File: config.mk
export PLATFORM = sky130hd
export DESIGN_NAME = counter_timer_arbiter
export DESIGN_NICKNAME = d
export VERILOG_FILES = /design/src/rtl/counter_timer_arbiter.sv
export SDC_FILE = /design/constraint.sdc
export NUM_CORES = 1
export LEC_CHECK = 0
export CAP_MARGIN = 10
export CORE_ASPECT_RATIO = 0.6
export CORE_UTILIZATION = 45
export CTS_CLUSTER_DIAMETER = 150
export DETAILED_ROUTE_END_ITERATION = 8
export GPL_ROUTABILITY_DRIVEN = 1
export MAX_ROUTING_LAYER = met4
export PLACE_DENSITY = 0.72
export SYNTH_ARGS = -nofsm -noshare
export SYNTH_HDL_FRONTEND = slang
export SYNTH_SLANG_ARGS = --single-unit
export TNS_END_PERCENT = 10
File: constraint.sdc
create_clock -name clk -period 2 [get_ports clk]
set_input_delay 0.4 -clock clk [delete_from_list [all_inputs] [get_ports clk]]
set_output_delay 0.4 -clock clk [all_outputs]
set_load 0.005 [all_outputs]
File: src/rtl/counter_timer_arbiter.sv
// Round-robin arbiter sharing one CW-bit up-counter among NREQ requesters.
// A granted requester gets (len+1) counted cycles followed by a one-cycle done pulse.
module counter_timer_arbiter #(
   parameter int NREQ = 4,
   parameter int CW   = 3
) (
   input  logic               clk,
   input  logic               rstn,
   input  logic [NREQ-1:0]    req,
   input  logic [NREQ*CW-1:0] req_len,
   output logic [NREQ-1:0]    gnt,
   output logic [NREQ-1:0]    done,
   output logic               busy,
   output logic [CW-1:0]      cntout
);

   localparam int PW = (NREQ > 1) ? $clog2(NREQ) : 1;
   localparam logic [NREQ-1:0] ONE = NREQ'(1);

   typedef enum logic [1:0] {
      S_IDLE,
      S_RUN,
      S_DONE
   } state_t;

   state_t            state_q, state_d;
   logic [PW-1:0]     ptr_q, ptr_d;
   logic [PW-1:0]     owner_q, owner_d;
   logic [CW-1:0]     len_q, len_d;
   logic [CW-1:0]     cnt_q, cnt_d;
   logic [NREQ-1:0]   gnt_q, gnt_d;
   logic [NREQ-1:0]   done_q, done_d;
   logic              busy_q, busy_d;

   logic              found;
   logic [PW-1:0]     pick;
   logic [PW-1:0]     cand;
   logic [PW:0]       sum;
   logic [PW-1:0]     owner_next;

   // First requester at or after ptr, searching upward with wrap.
   always_comb begin
      found = 1'b0;
      pick  = '0;
      sum   = '0;
      cand  = '0;
      for (int unsigned k = 0; k < NREQ; k++) begin
         sum = {1'b0, ptr_q} + (PW+1)'(k);
         if (sum >= (PW+1)'(NREQ)) begin
            sum = sum - (PW+1)'(NREQ);
         end
         cand = sum[PW-1:0];
         if (!found && req[cand]) begin
            found = 1'b1;
            pick  = cand;
         end
      end
   end

   assign owner_next = (owner_q == PW'(NREQ-1)) ? '0 : owner_q + 1'b1;

   always_comb begin
      state_d = state_q;
      ptr_d   = ptr_q;
      owner_d = owner_q;
      len_d   = len_q;
      cnt_d   = cnt_q;
      gnt_d   = gnt_q;
      done_d  = done_q;
      busy_d  = busy_q;
      case (state_q)
         S_IDLE: begin
            gnt_d  = '0;
            done_d = '0;
            busy_d = 1'b0;
            cnt_d  = '0;
            if (found) begin
               owner_d = pick;
               len_d   = req_len[int'(pick)*CW +: CW];
               gnt_d   = ONE << pick;
               busy_d  = 1'b1;
               state_d = S_RUN;
            end
         end
         S_RUN: begin
            // Abort outranks terminal count: a dropped request never yields done.
            if (!req[owner_q]) begin
               gnt_d   = '0;
               cnt_d   = '0;
               busy_d  = 1'b0;
               ptr_d   = owner_next;
               state_d = S_IDLE;
            end else if (cnt_q == len_q) begin
               gnt_d   = '0;
               done_d  = ONE << owner_q;
               state_d = S_DONE;
            end else begin
               cnt_d = cnt_q + 1'b1;
            end
         end
         S_DONE: begin
            done_d  = '0;
            busy_d  = 1'b0;
            cnt_d   = '0;
            ptr_d   = owner_next;
            state_d = S_IDLE;
         end
         default: begin
            state_d = S_IDLE;
         end
      endcase
   end

   always_ff @(posedge clk or negedge rstn) begin
      if (!rstn) begin
         state_q <= S_IDLE;
         ptr_q   <= '0;
         owner_q <= '0;
         len_q   <= '0;
         cnt_q   <= '0;
         gnt_q   <= '0;
         done_q  <= '0;
         busy_q  <= 1'b0;
      end else begin
         state_q <= state_d;
         ptr_q   <= ptr_d;
         owner_q <= owner_d;
         len_q   <= len_d;
         cnt_q   <= cnt_d;
         gnt_q   <= gnt_d;
         done_q  <= done_d;
         busy_q  <= busy_d;
      end
   end

   assign gnt    = gnt_q;
   assign done   = done_q;
   assign busy   = busy_q;
   assign cntout = cnt_q;

endmodule

==> impl_results.md <==
* Max_cap viols at 0
* Starting Density at 0.504
* Diodes inserted at 0
* Die Width at 72.3 µm
* Via count at 1162
* Post-synth EDFFs at 0
* #FFs+latches synth at 21
* Crit share post-route at 0.934
* Synth unique cells at 41
* Die height at 44.2 µm
* Minimum clock period at 1870 ps
* Clock buffer count from CTS at 3
* Worst vdd ir at 691 µV
* Post-DRT Antenna Nets at 0
* Worst path required time at 2130 ps
* Final wirelength at 3.24 mm
* Root buffer cell: clkbuf_8
* Main flop type after synthesis: dfrtp_1
* RSZ-0062 raised after global routing: false
* Clock latency on the worst-skew pair at 260 ps
* Commonest non-fill, non-tap cell in the layout: clkdlybuf4s50_1
* Tightest Pin Transition at 418 ps
* Hold-fix buffers, CTS at 0
* Clk_skew at 6.09 ps
* Crit end category: flop
* Synth area leader: dfrtp_1
* Global route overflow at 0
* Drt drc at 0
* Synthesized instance count at 132
* Layout cells sized above 1 at 0.201
* Worst hold margin at 469 ps
* Synthesized cell area at 1330 µm²
* Tot GR Track Use at 0.235
* Worst-path clk slew at 80 ps
* Final setup viols at 0
* Endpoints failing hold at 0
* Ys Warns at 0
* Hpwl dp at 2.55 mm
* Slew HR at 0.719
* Vias per cell at 5.31
* Cell leakage power at 0.807 nW
* Hold crit path type: input port to async pin
* Routed length per placed instance at 14.8 µm
* First DRT Iteration DRCs at 57
* Most used cells in the layout excluding fill and tap cells: clkdlybuf4s50_1, dfrtp_1, buf_4
* TNS Setup at 0 ps
* Reg2Reg Depth at 5
* Worst Path Arrival at 2000 ps
* Sequential area share after synthesis at 0.394
* Cell Pwr Density at 1400 nW/µm²
* CP startpoint kind: input port
* Share of the synthesized area in the top cell type at 0.394
* Die ar. at 3190 µm²
* IO Port Bufs at 29
* Synth area leaders: dfrtp_1, ha_1, mux2i_1
* CTS tree: built
* Core area at 2650 µm²
* Vias in the first global route at 1204
* CP max FO at 4
* Cell row count at 14
* Htree depth at 1
* Max-slew violations at 0
* Pwr Total at 2.54 mW
* Drt first pass iters at 4
* Post-CTS setup buffer count at 0
* IO Pins at 30
* Nets at 207
* Syn nets at 159
* Post-synth ARST share at 1.00
* Area growth from synthesis to layout at 36.5%
* Status: finished, final reports clean
* Placer Congestion at 0.855
* Clock sink count at 21
* Largest net degree at the start of global routing at 22
* CTS Buffer Depth at 2
* Antenna violations before repair at 0
* Crit path kind: input port to flop
* Synthesized area per cell at 10.1 µm²
* First-pass GRT wire length at 5.35 mm
* Fmax at 535 MHz
cells in the mapped netlist, types with 2 or more instances:
master,count
inv_1,9
nor2b_1,2
nand2_1,14
a21oi_1,10
nor3_1,2
dfrtp_1,21
a21boi_0,3
o31ai_1,2
o21a_1,2
o21ai_2,2
a211oi_1,3
o21ai_0,3
a32o_1,4
ha_1,9
mux2i_1,7
a22oi_1,2
nor2_1,8
xor2_1,3
a2111oi_2,3
nand2_2,2
power breakdown:
part	total, mW	switching, mW	internal, mW
Combinational	1.49	0.721	0.768
Sequential	0.766	0.162	0.604
Clock	0.285	0.146	0.139
cell type report:
cell class	instances	area [µm²]
fillers	207	825
well taps	40	50.0
repair buffers	46	419
clock buffers	3	41.3
inverters	10	37.5
clock inverters	1	5.00
flip-flops and latches	21	526
multi-input cells	98	742
worst paths after layout:
check | startpoint | to | slack [ps]
worst max-delay path | req[0] | len_q[0] | 130
worst min-delay path | rstn | done[3] | 470
worst max register to register | ptr_q[1] | len_q[0] | 210
worst min register to register | busy | busy | 500
max in group asynchronous | rstn | cntout[0] | 1300
min in group clk | busy | busy | 500
metal layers:
metal	wire length, µm	global-route usage
met5	0	-
met4	8	0.0510
met3	164	0.0592
met2	1500	0.376
met1	1570	0.306
stage by stage:
stage / std cells / setup slack [ps] / utilization / cell area [µm²]
2_1_floorplan: 132 / 370 / - / 1330
3_3_place_gp: 215 / -164 / 0.670 / 1770
3_5_place_dp: 215 / -276 / 0.670 / 1770
4_1_cts: 219 / 44.0 / 0.687 / 1820
5_1_grt: 219 / 38.5 / 0.688 / 1820
6_report: 219 / 133 / 0.688 / 1820
cell families (layout without fill, tap and decap cells):
group,Yosys count,after routing,synth area share
flip-flops,21,21,0.394
AO/OA/AOI/OAI,39,39,0.223
XOR/XNOR,3,3,0.0197
multiplexers,9,9,0.0779
AND/OR/NAND/NOR,38,38,0.151
adder cells (fa/ha/maj),9,9,0.0844
buffers and inverters,13,60,0.0497
state kept, by name (all words and copies together), names as in the netlist:
register,cells
cntout,3
busy,1
ptr_q,2
state_q,2
gnt,4
len_q,3
owner_q,2
done,4
critical path, cell delays in order:
cell and delay, ps:
clkdlybuf4s50_1 480, buf_4 180, o21a_1 110, or3_4 410, a2111oi_2 320, a211oi_1 100
repair_timing:
item | 4_1_cts | 5_1_grt
resized for setup | 1 | 1
cloned | 0 | 0
setup endpoints to repair | 1 | 2
(Power assumes the default switching activity.)
